--- src/rtl/mem_stage_pkg.sv ---
// ----------------------------------------------------------------------------
// mem_stage_pkg
// Shared definitions for the memory-access pipeline stage:
//   BUS_64         default data/address width of the data-memory bus
//   size_e         access size encoded in funct3[1:0]
//   F3_ZEXT_BIT    funct3 bit that selects zero-extension (LBU/LHU/LWU)
//   state_e        control states of mem_stage
//   size_mask()    byte-enable pattern of an access at byte offset 0
// ----------------------------------------------------------------------------
package mem_stage_pkg;

   localparam int BUS_64      = 64;
   localparam int F3_ZEXT_BIT = 2;

   typedef enum logic [1:0] {
      SZ_BYTE  = 2'd0,
      SZ_HALF  = 2'd1,
      SZ_WORD  = 2'd2,
      SZ_DWORD = 2'd3
   } size_e;

   typedef enum logic [1:0] {
      IDLE = 2'd0,
      BUS  = 2'd1,
      DONE = 2'd2
   } state_e;

   function automatic logic [7:0] size_mask(input size_e sz);
      case (sz)
         SZ_BYTE:  return 8'h01;
         SZ_HALF:  return 8'h03;
         SZ_WORD:  return 8'h0F;
         default:  return 8'hFF;
      endcase
   endfunction

endpackage

--- src/rtl/mem_stage_fmt.sv ---
// ----------------------------------------------------------------------------
// mem_fmt
// Combinational data formatting for the memory stage.
//   funct3    in   access size / sign selection
//   off       in   byte offset inside the 8-byte bus word
//   st_data   in   store data (rs2), right-aligned
//   st_mask   out  byte enables (size mask shifted to the offset, 8 bits kept)
//   st_wdata  out  store data shifted onto its byte lanes
//   ld_rdata  in   raw bus read data
//   ld_value  out  loaded value, shifted down, truncated and extended
// Lanes shifted past byte 7 are dropped.
// ----------------------------------------------------------------------------
module mem_fmt
   import mem_stage_pkg::*;
#(
   parameter int XLEN = BUS_64
) (
   input  logic [2:0]      funct3,
   input  logic [2:0]      off,
   input  logic [XLEN-1:0] st_data,
   output logic [7:0]      st_mask,
   output logic [XLEN-1:0] st_wdata,
   input  logic [XLEN-1:0] ld_rdata,
   output logic [XLEN-1:0] ld_value
);

   logic [5:0]      shamt;
   logic [XLEN-1:0] shifted;
   logic            sext;
   size_e           sz;

   assign shamt   = {off, 3'b000};
   assign sz      = size_e'(funct3[1:0]);
   assign sext    = ~funct3[F3_ZEXT_BIT];

   assign st_mask  = size_mask(sz) << off;
   assign st_wdata = st_data << shamt;
   assign shifted  = ld_rdata >> shamt;

   // NOTE: give ld_value a value on every path through always_comb, otherwise a latch is inferred.
   always_comb begin
      ld_value = shifted;
      case (sz)
         SZ_BYTE: ld_value = {{(XLEN-8){sext & shifted[7]}}, shifted[7:0]};
         SZ_HALF: ld_value = {{(XLEN-16){sext & shifted[15]}}, shifted[15:0]};
         SZ_WORD: ld_value = {{(XLEN-32){sext & shifted[31]}}, shifted[31:0]};
         default: ld_value = shifted;
      endcase
   end

endmodule

--- src/rtl/mem_stage.sv ---
// ----------------------------------------------------------------------------
// mem_stage
// Memory-access pipeline stage between execute and wb_stage. Accepts one
// instruction per req/ack handshake, performs at most one data-memory access,
// and presents rd / rd_wen / rd_wdata to wb_stage with a req/ack pair.
//
// Ports
//   clk, rst                  clock, synchronous active-high reset
//   mem_executed_req_i/ack_o  upstream handshake (ack_o high only in IDLE)
//   mem_memoryed_req_o/ack_i  downstream handshake to wb_stage
//   mem_rd_i/rd_wen_i/rd_wdata_i  destination register and ALU result
//   mem_ren_i/wen_i/funct3_i  load/store flags and access size/sign
//   mem_addr_i/wdata_i        effective address and store data
//   mem_rd_o/rd_wen_o/rd_wdata_o  write-back result
//   dmem_*                    data-memory bus (req held until single-cycle ack)
//
// Optional build macro MEM_MISALIGN_CHK_EN: adds mem_misalign_o; a memory op
// whose address is not aligned to its size bypasses the bus, suppresses the
// register write and flags mem_misalign_o while the result is presented.
// ----------------------------------------------------------------------------
module mem_stage
   import mem_stage_pkg::*;
#(
   parameter int XLEN = BUS_64
) (
   input  logic            clk,
   input  logic            rst,
   input  logic            mem_executed_req_i,
   output logic            mem_executed_ack_o,
   output logic            mem_memoryed_req_o,
   input  logic            mem_memoryed_ack_i,
   input  logic [4:0]      mem_rd_i,
   input  logic            mem_rd_wen_i,
   input  logic [XLEN-1:0] mem_rd_wdata_i,
   input  logic            mem_ren_i,
   input  logic            mem_wen_i,
   input  logic [2:0]      mem_funct3_i,
   input  logic [XLEN-1:0] mem_addr_i,
   input  logic [XLEN-1:0] mem_wdata_i,
   output logic [4:0]      mem_rd_o,
   output logic            mem_rd_wen_o,
   output logic [XLEN-1:0] mem_rd_wdata_o,
   output logic            dmem_req_o,
   output logic            dmem_we_o,
   output logic [XLEN-1:0] dmem_addr_o,
   output logic [XLEN-1:0] dmem_wdata_o,
   output logic [7:0]      dmem_wmask_o,
   input  logic [XLEN-1:0] dmem_rdata_i,
   input  logic            dmem_ack_i
`ifdef MEM_MISALIGN_CHK_EN
   ,
   output logic            mem_misalign_o
`endif
);

   state_e          state;
   logic            hs;
   logic            mem_op;
   logic [2:0]      funct3_q;
   logic [2:0]      off_q;
   logic            load_q;
   logic [2:0]      fmt_funct3;
   logic [2:0]      fmt_off;
   logic [7:0]      st_mask;
   logic [XLEN-1:0] st_wdata;
   logic [XLEN-1:0] ld_value;

   assign mem_executed_ack_o = (state == IDLE);
   assign hs                 = mem_executed_req_i & mem_executed_ack_o;
   assign mem_op             = mem_ren_i | mem_wen_i;

   // Store formatting is needed at accept time (live inputs); load extraction
   // happens in BUS from the latched size and offset.
   assign fmt_funct3 = (state == IDLE) ? mem_funct3_i    : funct3_q;
   assign fmt_off    = (state == IDLE) ? mem_addr_i[2:0] : off_q;

   mem_fmt #(.XLEN(XLEN)) u_fmt (
      .funct3   (fmt_funct3),
      .off      (fmt_off),
      .st_data  (mem_wdata_i),
      .st_mask  (st_mask),
      .st_wdata (st_wdata),
      .ld_rdata (dmem_rdata_i),
      .ld_value (ld_value)
   );

`ifdef MEM_MISALIGN_CHK_EN
   logic misaligned;

   always_comb begin
      misaligned = 1'b0;
      case (size_e'(mem_funct3_i[1:0]))
         SZ_HALF:  misaligned = mem_addr_i[0];
         SZ_WORD:  misaligned = |mem_addr_i[1:0];
         SZ_DWORD: misaligned = |mem_addr_i[2:0];
         default:  misaligned = 1'b0;
      endcase
   end
`endif

   // NOTE: state registers use non-blocking assignments so every register samples pre-edge values.
   always_ff @(posedge clk) begin
      if (rst) begin
         state              <= IDLE;
         funct3_q           <= '0;
         off_q              <= '0;
         load_q             <= 1'b0;
         mem_memoryed_req_o <= 1'b0;
         mem_rd_o           <= '0;
         mem_rd_wen_o       <= 1'b0;
         mem_rd_wdata_o     <= '0;
         dmem_req_o         <= 1'b0;
         dmem_we_o          <= 1'b0;
         dmem_addr_o        <= '0;
         dmem_wdata_o       <= '0;
         dmem_wmask_o       <= '0;
`ifdef MEM_MISALIGN_CHK_EN
         mem_misalign_o     <= 1'b0;
`endif
      end else begin
         case (state)
            IDLE: begin
               if (hs) begin
                  mem_rd_o       <= mem_rd_i;
                  mem_rd_wdata_o <= mem_rd_wdata_i;
                  funct3_q       <= mem_funct3_i;
                  off_q          <= mem_addr_i[2:0];
                  // A store wins when both ren and wen are set.
                  load_q         <= mem_ren_i & ~mem_wen_i;
                  if (!mem_op) begin
                     mem_rd_wen_o       <= mem_rd_wen_i;
                     mem_memoryed_req_o <= 1'b1;
                     state              <= DONE;
                  end
`ifdef MEM_MISALIGN_CHK_EN
                  else if (misaligned) begin
                     mem_rd_wen_o       <= 1'b0;
                     mem_memoryed_req_o <= 1'b1;
                     mem_misalign_o     <= 1'b1;
                     state              <= DONE;
                  end
`endif
                  else begin
                     mem_rd_wen_o <= mem_rd_wen_i & ~mem_wen_i;
                     dmem_req_o   <= 1'b1;
                     dmem_we_o    <= mem_wen_i;
                     dmem_addr_o  <= {mem_addr_i[XLEN-1:3], 3'b000};
                     dmem_wdata_o <= st_wdata;
                     dmem_wmask_o <= st_mask;
                     state        <= BUS;
                  end
               end
            end
            BUS: begin
               if (dmem_ack_i) begin
                  dmem_req_o         <= 1'b0;
                  mem_memoryed_req_o <= 1'b1;
                  if (load_q) begin
                     mem_rd_wdata_o <= ld_value;
                  end
                  state <= DONE;
               end
            end
            DONE: begin
               if (mem_memoryed_ack_i) begin
                  mem_memoryed_req_o <= 1'b0;
`ifdef MEM_MISALIGN_CHK_EN
                  mem_misalign_o     <= 1'b0;
`endif
                  state              <= IDLE;
               end
            end
            default: state <= IDLE;
         endcase
      end
   end

endmodule

--- config.mk ---
export PLATFORM = sky130hd
export DESIGN_NAME = mem_stage
export DESIGN_NICKNAME = d
export VERILOG_FILES = /design/src/rtl/mem_stage_pkg.sv /design/src/rtl/mem_stage_fmt.sv /design/src/rtl/mem_stage.sv
export SDC_FILE = /design/constraint.sdc
export NUM_CORES = 1
export LEC_CHECK = 0
export BUFFER_PORTS_ARGS = -buffer_cell sky130_fd_sc_hd__clkbuf_2
export CORE_AREA = 2 2 187 189
export CTS_BUF_LIST = sky130_fd_sc_hd__clkbuf_2
export CTS_CLUSTER_DIAMETER = 150
export DETAILED_ROUTE_END_ITERATION = 8
export DIE_AREA = 0 0 189 191
export SLEW_MARGIN = 15
export SYNTH_ARGS = -nofsm -noshare
export SYNTH_HDL_FRONTEND = slang
export SYNTH_SLANG_ARGS = --single-unit
--- constraint.sdc ---
create_clock -name clk -period 2.85 [get_ports clk]
set_input_delay 0.1425 -clock clk [delete_from_list [all_inputs] [get_ports clk]]
set_output_delay 0.1425 -clock clk [all_outputs]
set_load 0.01 [all_outputs]
==> flow_metrics.py, run 1 <==
metrics = {
    "status": {
        "status": "stopped before the end",
        "lastStage": "4_1_cts",
        "firstError": "[ERROR RSZ-0060] Max buffer count reached.",
    },
    "die": {
        "ios": 482,
        "die_y_microns": 191,
        "die_w_microns": 189,
        "initial_core_util_pct": 34.71,
        "rows": 68,
    },
    "logic_synthesis": {
        "synth_area_per_cell_sq_um": 8.007,
        "synthCells": 1479,
        "synth.area.mux_share_pct": 9.931,
        "synth-xor-area-share_pct": 0,
        "synth_area_leaders": "dfxtp_1, nand2_1, a21oi_1, mux2i_1, nor2_1",
        "synth_top_family_by_area": "compound AO/OA/AOI/OAI gates",
        "synth_area_sq_um": 11840,
        "synthTopCellsByCount": "nand2_1, dfxtp_1, a21oi_1",
        "ys_ff_latch": 215,
        "synth-simple-area-share_pct": 19.18,
        "synth_ff_type": "dfxtp_1",
        "synth_top_cell_by_area": "dfxtp_1",
        "synth_cell_types": 67,
        "yosysMostFrequentCell": "nand2_1",
        "synth_compound_area_share_pct": 28.66,
        "async_flop_share_pct": 0,
        "yosysSeqAreaShare_pct": 36.34,
        "synth_fa_ha_area_share_pct": 0,
        "yosysWarnings": 0,
        "synth_edf_count": 0,
        "synth_top_area_share_pct": 36.34,
    },
    "cts": {
        "cts_buffers": 59,
        "cts_hold_buf": 491,
        "cts_setup_buffers": 0,
        "cts_root_buffer": "clkbuf_2",
        "max-clock-path-buffers": 3,
        "ctsResizeCount": 1,
        "cts.sinks": 215,
        "htreeDepth": 2,
    },
    "placed_design": {
        "io_buffers": 478,
        "hpwlAfterDp_mm": 41.92,
        "place.gp.congestion": 0.9518,
        "pre_cts_ws_ps": -210.7,
    },
}
kinds of logic after synthesis:
kind of cell,after synthesis
muxes,91
AOI/OAI and AO/OA,491
buffers and inverters,151
DFF,215
other,1
and+or+nand+nor,530
per-stage QoR:
step,area [sq um],instances
3_3_place_gp,14860,2342
3_5_place_dp,14860,2342
2_1_floorplan,11850,1481
==> run 2: changes to the inputs <==
- CORE_AREA: 2 2 187 189 -> 2 2 186 188
- CTS_BUF_LIST: sky130_fd_sc_hd__clkbuf_2 -> unset
- CTS_CLUSTER_DIAMETER: 150 -> unset
- DIE_AREA: 0 0 189 191 -> 0 0 188 190
- PLACE_DENSITY_LB_ADDON: unset -> 0.15
==> flow_metrics.py, run 2 <==
metrics = {
    "status": {
        "status": "finished, final reports clean",
    },
    "timing": {
        "max_freq_ghz": 0.3786,
        "final.setup.tns_ps": 0,
        "rsz0062_at_grt": "false",
        "final_max_slew_viol_count": 0,
        "tightest_slew_ps": 885.6,
        "finalSetupViolations": 0,
        "post-route-period-util_pct": 92.68,
        "period_minus_slack_ps": 2641,
        "slew_headroom_pct": 40.96,
        "skew_ps": 14.74,
        "finalHoldViolations": 0,
    },
    "die": {
        "initial_core_util_pct": 34.89,
        "dieArea_sq_um": 35720,
        "rows": 68,
        "die_y_microns": 190,
        "ios": 482,
        "die_w_microns": 188,
        "core_sq_um": 33950,
    },
    "placed_design": {
        "placed_cell_area_sq_um": 14920,
        "io_buffers": 478,
        "hpwlAfterDp_mm": 40.86,
        "place.gp.congestion": 0.9534,
        "dp.cells": 2338,
    },
    "logic_synthesis": {
        "yosysSeqAreaShare_pct": 36.34,
        "async_flop_share_pct": 0,
        "ys_ff_latch": 215,
        "yosysWarnings": 0,
        "synth_edf_count": 0,
        "synthTopCellsByCount": "nand2_1, dfxtp_1, a21oi_1",
        "synth_top_cell_by_area": "dfxtp_1",
        "synth_area_sq_um": 11840,
        "synth_top_area_share_pct": 36.34,
        "synth_ff_type": "dfxtp_1",
        "synth_area_leaders": "dfxtp_1, nand2_1, a21oi_1, mux2i_1, nor2_1",
        "synthCells": 1479,
        "yosysMostFrequentCell": "nand2_1",
        "synth_cell_types": 67,
        "synth_area_per_cell_sq_um": 8.007,
    },
    "critical_path": {
        "critical_path_class": "reg2reg",
        "r2r_start": "state[1]",
        "crit_path_max_fanout": 32,
        "timing.rr.end": "mem_rd_wdata_o[55]",
        "cp.required_ps": 3300,
        "cp_data_arrival_time_ps": 3090,
        "ff2ff_setup_slack_ps": 210,
        "start_kind": "flop",
        "reg2regPathDepth": 7,
        "critPathCaptureType": "flop",
    },
    "worst_hold_path": {
        "hold_path_class": "in2reg",
        "min_to": "mem_rd_wdata_o[32]",
        "hold_depth": 3,
        "worstHoldStart": "mem_rd_wdata_i[32]",
    },
    "cts": {
        "cts.clk_slew.worst_paths_ps": 60,
        "cts.sinks": 215,
        "cts_root_buffer": "clkbuf_16",
        "cts_tree": "done",
        "htreeDepth": 1,
        "cts_buffers": 26,
        "clock_latency_ps": 540,
        "max-clock-path-buffers": 3,
    },
    "detailed_routing": {
        "firstDrtPassIters": 7,
        "vias": 14232,
        "totalWireLength_mm": 56.22,
        "routedWlPerCell_microns": 22.19,
        "drt_iter0_markers": 1218,
        "ant_nets": 0,
        "drc_errors": 0,
        "viasPerCell": 5.616,
    },
    "final_layout": {
        "layout.cells.non_filler": 2534,
        "layout_common_cells": "clkbuf_2, nand2_1, dfxtp_1",
        "reg.largest.list": "dmem_wdata_o: 64 flops, mem_rd_wdata_o: 64 flops, dmem_addr_o: 61 flops",
        "nets": 2328,
        "fill_cells": 3236,
        "post-route-util_pct": 51.03,
        "design_area_sq_um": 17320,
        "syn2layout_area_growth_pct": 46.28,
        "layout_commonest_cell": "clkbuf_2",
        "layout-drive-gt1-share_pct": 31.84,
    },
    "global_route": {
        "grt_pass1_vias": 13481,
        "grt_pass1_wl_mm": 81.84,
        "grt_max_degree": 80,
        "track_usage_pct": 29.49,
        "grt_overflow": 0,
        "antenna_found_initial": 3,
    },
    "pwr": {
        "power_mw": 10.00,
        "power.density_nw_per_um2": 577.3,
        "p_leak_nw": 7.680,
        "irDropWorstVdd_uv": 421.7,
    },
    "job": {
        "cap_violations": 0,
    },
}
run 2: logic make-up after synthesis:
family                 synth area share [%]
flip-flops                            36.34
multiplexers                          9.931
AND/OR/NAND/NOR                       19.18
AO/OA/AOI/OAI                         28.66
buffers and inverters                 5.853
other                               0.03167
run 2: worst max path at each step:
stage             start                 end  slack, ps
6_report       state[1]  mem_rd_wdata_o[55]        210
3_3_place_gp   state[1]  mem_rd_wdata_o[56]        220
3_5_place_dp   state[1]  mem_rd_wdata_o[56]        160
5_1_grt        state[1]     dmem_addr_o[62]         80
4_1_cts        state[1]     dmem_addr_o[56]        100
2_1_floorplan  state[1]  mem_rd_wdata_o[29]        530
run 2: cell type report:
class | count | area, sq um | share of cell area (%)
multi-input cells | 1116 | 6934 | 40.03
repair buffers | 694 | 4576 | 26.41
flip-flops and latches | 215 | 4305 | 24.85
clock buffers | 38 | 755.7 | 4.363
well taps | 455 | 569.3 | 3.286
clock inverters | 10 | 163.9 | 0.9462
inverters | 3 | 11.26 | 0.06501
diodes | 3 | 7.507 | 0.04334
run 2: critical path, cell delays in order (launching register included):
cell	delay, ps
dfxtp_1	370
buf_4	220
nor2_4	300
mux2_2	400
nor3_1	650
a21oi_4	130
buf_12	210
a311oi_1	260
run 2: report_power, final:
part | switching [mW] | internal [mW] | total (mW)
Clock | 1.37 | 2.20 | 3.57
Combinational | 1.77 | 1.21 | 2.98
Sequential | 0.192 | 3.26 | 3.45
Total | 3.33 | 6.67 | 10.0
run 2: stage by stage:
step | setup WS (ps) | hold slack [ps]
after floorplan | 529.4 | 238.2
after global placement | 217.3 | 366.1
after detailed placement | 158.7 | 370.7
after CTS | 97.68 | 3.046
after global routing | 80.61 | 21.89
final | 208.6 | 10.33
run 2: timing repair:
item	4_1_cts	5_1_grt
hold endpoints to repair	143	0
resized for setup	0	3
setup endpoints to repair	0	9
buffers inserted	0	1
hold buffers	142	0
run 2: metal layers:
layer / GRT usage [%] / up-vias / share of wire [%]
li1: - / 6610 / -
met1: 36.12 / 6728 / 39
met2: 51.25 / 776 / 49
met3: 5.276 / 116 / 8.1
met4: 11.78 / 2 / 4.0
met5: 0 / - / 0.025
(Power assumes the default switching activity.)
==> run 3: changes to the inputs <==
- PLACE_DENSITY_LB_ADDON: 0.15 -> unset
==> flow_metrics.py, run 3 (synthesis gave the netlist of run 2 again) <==
metrics = {
    "critical_path": {
        "cp_data_arrival_time_ps": 3080,
        "crit_chain": "or3b_1, buf_4, a21boi_0, nor4_1, a211oi_2, a21oi_4, buf_12, a32oi_1",
        "reg2regPathDepth": 8,
        "slowest_stage": "or3b_1",
        "critPathCaptureType": "flop",
        "crit_path_max_fanout": 29,
        "ff2ff_setup_slack_ps": 210,
        "cpPeakStageDelay_ps": 490,
        "crit_cells": 8,
        "crit_family": "compound AO/OA/AOI/OAI gates",
        "r2r_start": "state[1]",
        "cp.required_ps": 3290,
        "timing.rr.end": "mem_rd_wdata_o[33]",
        "start_kind": "flop",
        "critical_path_class": "reg2reg",
        "cp.buffers_inverters": 2,
    },
    "final_layout": {
        "layout.cells.non_filler": 2507,
        "layout_commonest_cell": "clkbuf_2",
        "syn2layout_area_growth_pct": 42.92,
        "layout_common_cells": "clkbuf_2, nand2_1, dfxtp_1",
        "nets": 2300,
        "reg.largest.list": "dmem_wdata_o: 64 flops, mem_rd_wdata_o: 64 flops, dmem_addr_o: 61 flops",
        "post-route-util_pct": 49.86,
        "layout-drive-gt1-share_pct": 31.64,
        "design_area_sq_um": 16930,
    },
    "placed_design": {
        "placed_cell_area_sq_um": 14770,
        "io_buffers": 478,
        "hpwlAfterDp_mm": 42.18,
        "dp.cells": 2329,
        "place.gp.congestion": 0.9622,
        "pre_cts_ws_ps": 197.5,
    },
    "global_route": {
        "use_met1_pct": 34.97,
        "grt_pass1_wl_mm": 82.83,
        "grt_pass1_vias": 13636,
        "grt_use_met3_pct": 6.401,
        "grt_overflow": 0,
        "antenna_found_initial": 9,
        "grt_max_degree": 162,
        "track_usage_pct": 29.91,
        "grt_busiest_layer": "met2",
        "use_met2_pct": 52.91,
    },
    "timing": {
        "holdWs_ps": 22.50,
        "setup_ws_ps": 209.4,
        "finalHoldViolations": 0,
        "period_minus_slack_ps": 2641,
        "slew_headroom_pct": 45.28,
        "final_max_slew_viol_count": 0,
        "post-route-period-util_pct": 92.65,
        "final.setup.tns_ps": 0,
        "tightest_slew_ps": 820.8,
        "max_freq_ghz": 0.3787,
        "rsz0062_at_grt": "false",
        "skew_ps": 19.99,
        "finalSetupViolations": 0,
    },
    "cts": {
        "cts_tree": "done",
        "clock_latency_ps": 530,
        "cts_root_buffer": "clkbuf_16",
        "cts_buffers": 25,
        "max-clock-path-buffers": 3,
        "cts.sinks": 215,
        "htreeDepth": 1,
        "cts.clk_slew.worst_paths_ps": 60,
    },
    "detailed_routing": {
        "viasPerCell": 5.661,
        "vias": 14192,
        "routedWlPerCell_microns": 22.56,
        "firstDrtPassIters": 7,
        "totalWireLength_mm": 56.55,
        "ant_nets": 0,
        "drc_errors": 0,
        "drt_iter0_markers": 1404,
    },
    "worst_hold_path": {
        "hold_depth": 3,
        "min_to": "mem_rd_wdata_o[38]",
        "hold_path_class": "in2reg",
        "worstHoldStart": "mem_rd_wdata_i[38]",
    },
    "pwr": {
        "p_leak_nw": 7.496,
        "power.density_nw_per_um2": 574.0,
        "sw_frac_of_total_pct": 33.45,
        "power_mw": 9.715,
        "intPower_mw": 6.465,
        "p_switching_mw": 3.250,
        "p_seq_share_pct": 35.5,
        "combPwrFrac_pct": 29.9,
        "irDropWorstVdd_uv": 405.6,
        "power.share.clock_pct": 34.6,
    },
    "die": {
        "die_y_microns": 190,
        "ios": 482,
        "initial_core_util_pct": 34.89,
        "die_w_microns": 188,
        "core_sq_um": 33950,
        "dieArea_sq_um": 35720,
        "rows": 68,
    },
    "status": {
        "status": "finished, final reports clean",
    },
    "job": {
        "cap_violations": 0,
    },
}
-- run 3: worst max-delay path by stage --
stage | end | startpoint | slack [ps]
after floorplan | mem_rd_wdata_o[29] | state[1] | 530
after global placement | mem_rd_wdata_o[23] | state[1] | 260
after detailed placement | mem_rd_wdata_o[33] | state[1] | 200
after CTS | mem_rd_wdata_o[33] | state[1] | 190
after global routing | mem_rd_wdata_o[13] | state[1] | 50
final | mem_rd_wdata_o[33] | state[1] | 210
-- run 3: final cells by class --
| cell class | count | area, sq um |
|---|---|---|
| diodes | 7 | 17.52 |
| clock buffers | 35 | 733.2 |
| clock inverters | 9 | 122.6 |
| fillers | 3324 | 17020 |
| inverters | 3 | 11.26 |
| multi-input cells | 1115 | 6917 |
| flip-flops and latches | 215 | 4305 |
| well taps | 455 | 569.3 |
| repair buffers | 668 | 4249 |
-- run 3: repair_timing --
item,CTS,global route
hold buffers,126,0
setup endpoints to repair,0,3
setup buffers,0,1
hold endpoints to repair,129,0
gates resized for setup,0,1
-- run 3: power by group through the flow --
stage	clock network, mW	registers, mW	logic [mW]
after floorplan	0	3.57	1.49
after global placement	0	3.51	2.68
after detailed placement	0	3.51	2.69
after CTS	3.43	3.45	2.85
after global routing	3.55	3.47	3.09
final	3.36	3.45	2.90
-- run 3: worst register-to-register path, cell delays in order, from the launching register on --
cell	delay (ps)
dfxtp_1	430
or3b_1	490
buf_4	220
a21boi_0	240
nor4_1	100
a211oi_2	470
a21oi_4	170
buf_12	220
a32oi_1	230
-- run 3: routing by layer --
layer  vias to the layer above  routed length (microns)
met5                         -                       25
li1                       6559                        -
met4                         4                     2414
met2                       812                    27900
met3                       127                     5017
met1                      6690                    21190
==> run 4: changes to the inputs <==
==> constraint.sdc (replaced) <==
create_clock -name clk -period 2.85 [get_ports clk]
set_input_delay 0.285 -clock clk [delete_from_list [all_inputs] [get_ports clk]]
set_output_delay 0.285 -clock clk [all_outputs]
set_load 0.01 [all_outputs]
==> flow_metrics.py, run 4 (synthesis gave the netlist of run 2 again) <==
metrics = {
    "status": {
        "status": "finished, final reports clean",
    },
    "pwr": {
        "p_leak_nw": 7.233,
        "sw_frac_of_total_pct": 34.10,
        "intPower_mw": 6.230,
        "power.share.clock_pct": 33.6,
        "p_seq_share_pct": 36.4,
        "power.density_nw_per_um2": 578.3,
        "p_switching_mw": 3.223,
        "irDropWorstVdd_uv": 361.2,
        "combPwrFrac_pct": 30.0,
    },
    "critical_path": {
        "critPathCaptureType": "flop",
        "reg2regPathDepth": 8,
        "r2r_start": "state[1]",
        "cp.required_ps": 3300,
        "ff2ff_setup_slack_ps": 180,
        "cp_data_arrival_time_ps": 3120,
        "crit_path_start": "state[1]",
        "setup.worst_path.end": "mem_rd_wdata_o[52]",
        "start_kind": "flop",
        "critical_path_class": "reg2reg",
        "timing.rr.end": "mem_rd_wdata_o[52]",
        "crit_path_max_fanout": 26,
    },
    "timing": {
        "post-route-period-util_pct": 93.79,
        "slew_headroom_pct": 42.73,
        "final.setup.tns_ps": 0,
        "final_max_slew_viol_count": 0,
        "max_freq_ghz": 0.3741,
        "finalSetupViolations": 0,
        "tightest_slew_ps": 859.0,
        "period_minus_slack_ps": 2673,
        "finalHoldViolations": 0,
        "rsz0062_at_grt": "false",
        "skew_ps": 8.227,
    },
    "global_route": {
        "antenna_found_initial": 11,
        "grt_pass1_wl_mm": 80.21,
        "grt_overflow": 0,
        "grt_pass1_vias": 12971,
        "track_usage_pct": 29.11,
        "grt_max_degree": 152,
    },
    "die": {
        "rows": 68,
        "initial_core_util_pct": 34.89,
        "ios": 482,
        "core_sq_um": 33950,
        "dieArea_sq_um": 35720,
        "die_y_microns": 190,
        "die_w_microns": 188,
    },
    "final_layout": {
        "layout.cells.non_filler": 2451,
        "nets": 2243,
        "layout-drive-gt1-share_pct": 32.24,
        "reg.largest.list": "dmem_wdata_o: 64 flops, mem_rd_wdata_o: 64 flops, dmem_addr_o: 61 flops",
        "layout_commonest_cell": "clkbuf_2",
        "syn2layout_area_growth_pct": 38.03,
        "layout_common_cells": "clkbuf_2, nand2_1, dfxtp_1",
    },
    "placed_design": {
        "dp.cells": 2327,
        "hpwlAfterDp_mm": 41.39,
        "io_buffers": 478,
        "place.gp.congestion": 0.9458,
    },
    "cts": {
        "cts_setup_buffers": 0,
        "clock_latency_ps": 540,
        "cts.clk_slew.worst_paths_ps": 60,
        "cts_buffers": 25,
        "cts.sinks": 215,
        "cts_tree": "done",
        "max-clock-path-buffers": 3,
        "htreeDepth": 1,
        "cts_root_buffer": "clkbuf_16",
    },
    "detailed_routing": {
        "firstDrtPassIters": 6,
        "vias": 13932,
        "totalWireLength_mm": 55.12,
        "drt_iter0_markers": 1439,
        "routedWlPerCell_microns": 22.49,
        "drc_errors": 0,
        "ant_nets": 0,
        "viasPerCell": 5.684,
    },
    "job": {
        "cap_violations": 0,
    },
    "worst_hold_path": {
        "hold_path_class": "in2reg",
    },
}
==> run 4: cell types whose count changed in the layout (fill, tap and decap cells not counted), moves of 2 or more <==
cell | before | now
clkinv_2 | 5 | 1
bufinv_16 | 3 | 1
buf_12 | 9 | 11
dlygate4sd3_1 | 126 | 72
clkbuf_1 | 3 | 8
clkinv_4 | 0 | 2
buf_4 | 56 | 50
==> run 4: worst max-delay path: stages, from the launching register on <==
cell and delay [ps]:
dfxtp_1 410, or3b_1 480, buf_4 220, a21boi_0 230
nor4_1 90, a211oi_2 520, a21oi_4 210, buf_12 230
a32oi_2 200
==> run 4: how the worst min path moves through the flow <==
stage,start,end,cells after the start
finish,mem_funct3_i[2],funct3_q[2],3
global route,mem_funct3_i[2],funct3_q[2],3
detailed placement,dmem_addr_o[11],dmem_addr_o[11],2
floorplan,dmem_ack_i,dmem_req_o,1
global placement,dmem_addr_o[54],dmem_addr_o[54],2
CTS,mem_funct3_i[2],funct3_q[2],3
==> run 4: through the flow <==
| stage | instance area, sq um | utilization (%) | hold WS (ps) | power, mW | worst slack [ps] |
|---|---|---|---|---|---|
| after floorplan | 11850 | - | 380.7 | 5.056 | 529.4 |
| after global placement | 14790 | 43.57 | 442.1 | 6.193 | 210.4 |
| after detailed placement | 14790 | 43.57 | 446.5 | 6.212 | 173.5 |
| after CTS | 16310 | 48.05 | 0.3293 | 9.473 | 145.8 |
| after global routing | 16350 | 48.15 | 23.70 | 9.854 | 7.669 |
| final | 16350 | 48.15 | 11.88 | 9.453 | 177.0 |
==> run 4: repair_timing <==
action / CTS / global route
setup endpoints to repair: 0 / 3
hold buffers: 72 / 0
endpoints found under the hold margin: 72 / 0
gates resized for setup: 0 / 3
==> run 4: layout make-up <==
cell class / instances / area (sq um)
antenna: 8 / 20.02
tap: 455 / 569.3
timing repair buffer: 611 / 3715
clock inverter: 5 / 61.31
sequential: 215 / 4305
clock buffer: 39 / 738.2
inverter: 3 / 11.26
multi-input combinational: 1115 / 6927
fill: 3360 / 17600
==> run 4: routing by layer <==
metal | GRT usage, % | vias up | share of wire (%)
met5 | 0 | - | 0.078
li1 | - | 6452 | -
met3 | 6.733 | 135 | 9.5
met4 | 14.87 | 6 | 4.7
met1 | 34.67 | 6517 | 38
met2 | 49.12 | 822 | 48
==> run 4: power by group through the flow <==
| stage | clock (mW) | sequential, mW | combinational [mW] |
|---|---|---|---|
| final | 3.17 | 3.45 | 2.83 |
| after global routing | 3.35 | 3.47 | 3.04 |
| after CTS | 3.23 | 3.44 | 2.80 |
| after detailed placement | 0 | 3.50 | 2.71 |
| after global placement | 0 | 3.50 | 2.69 |
| after floorplan | 0 | 3.57 | 1.49 |
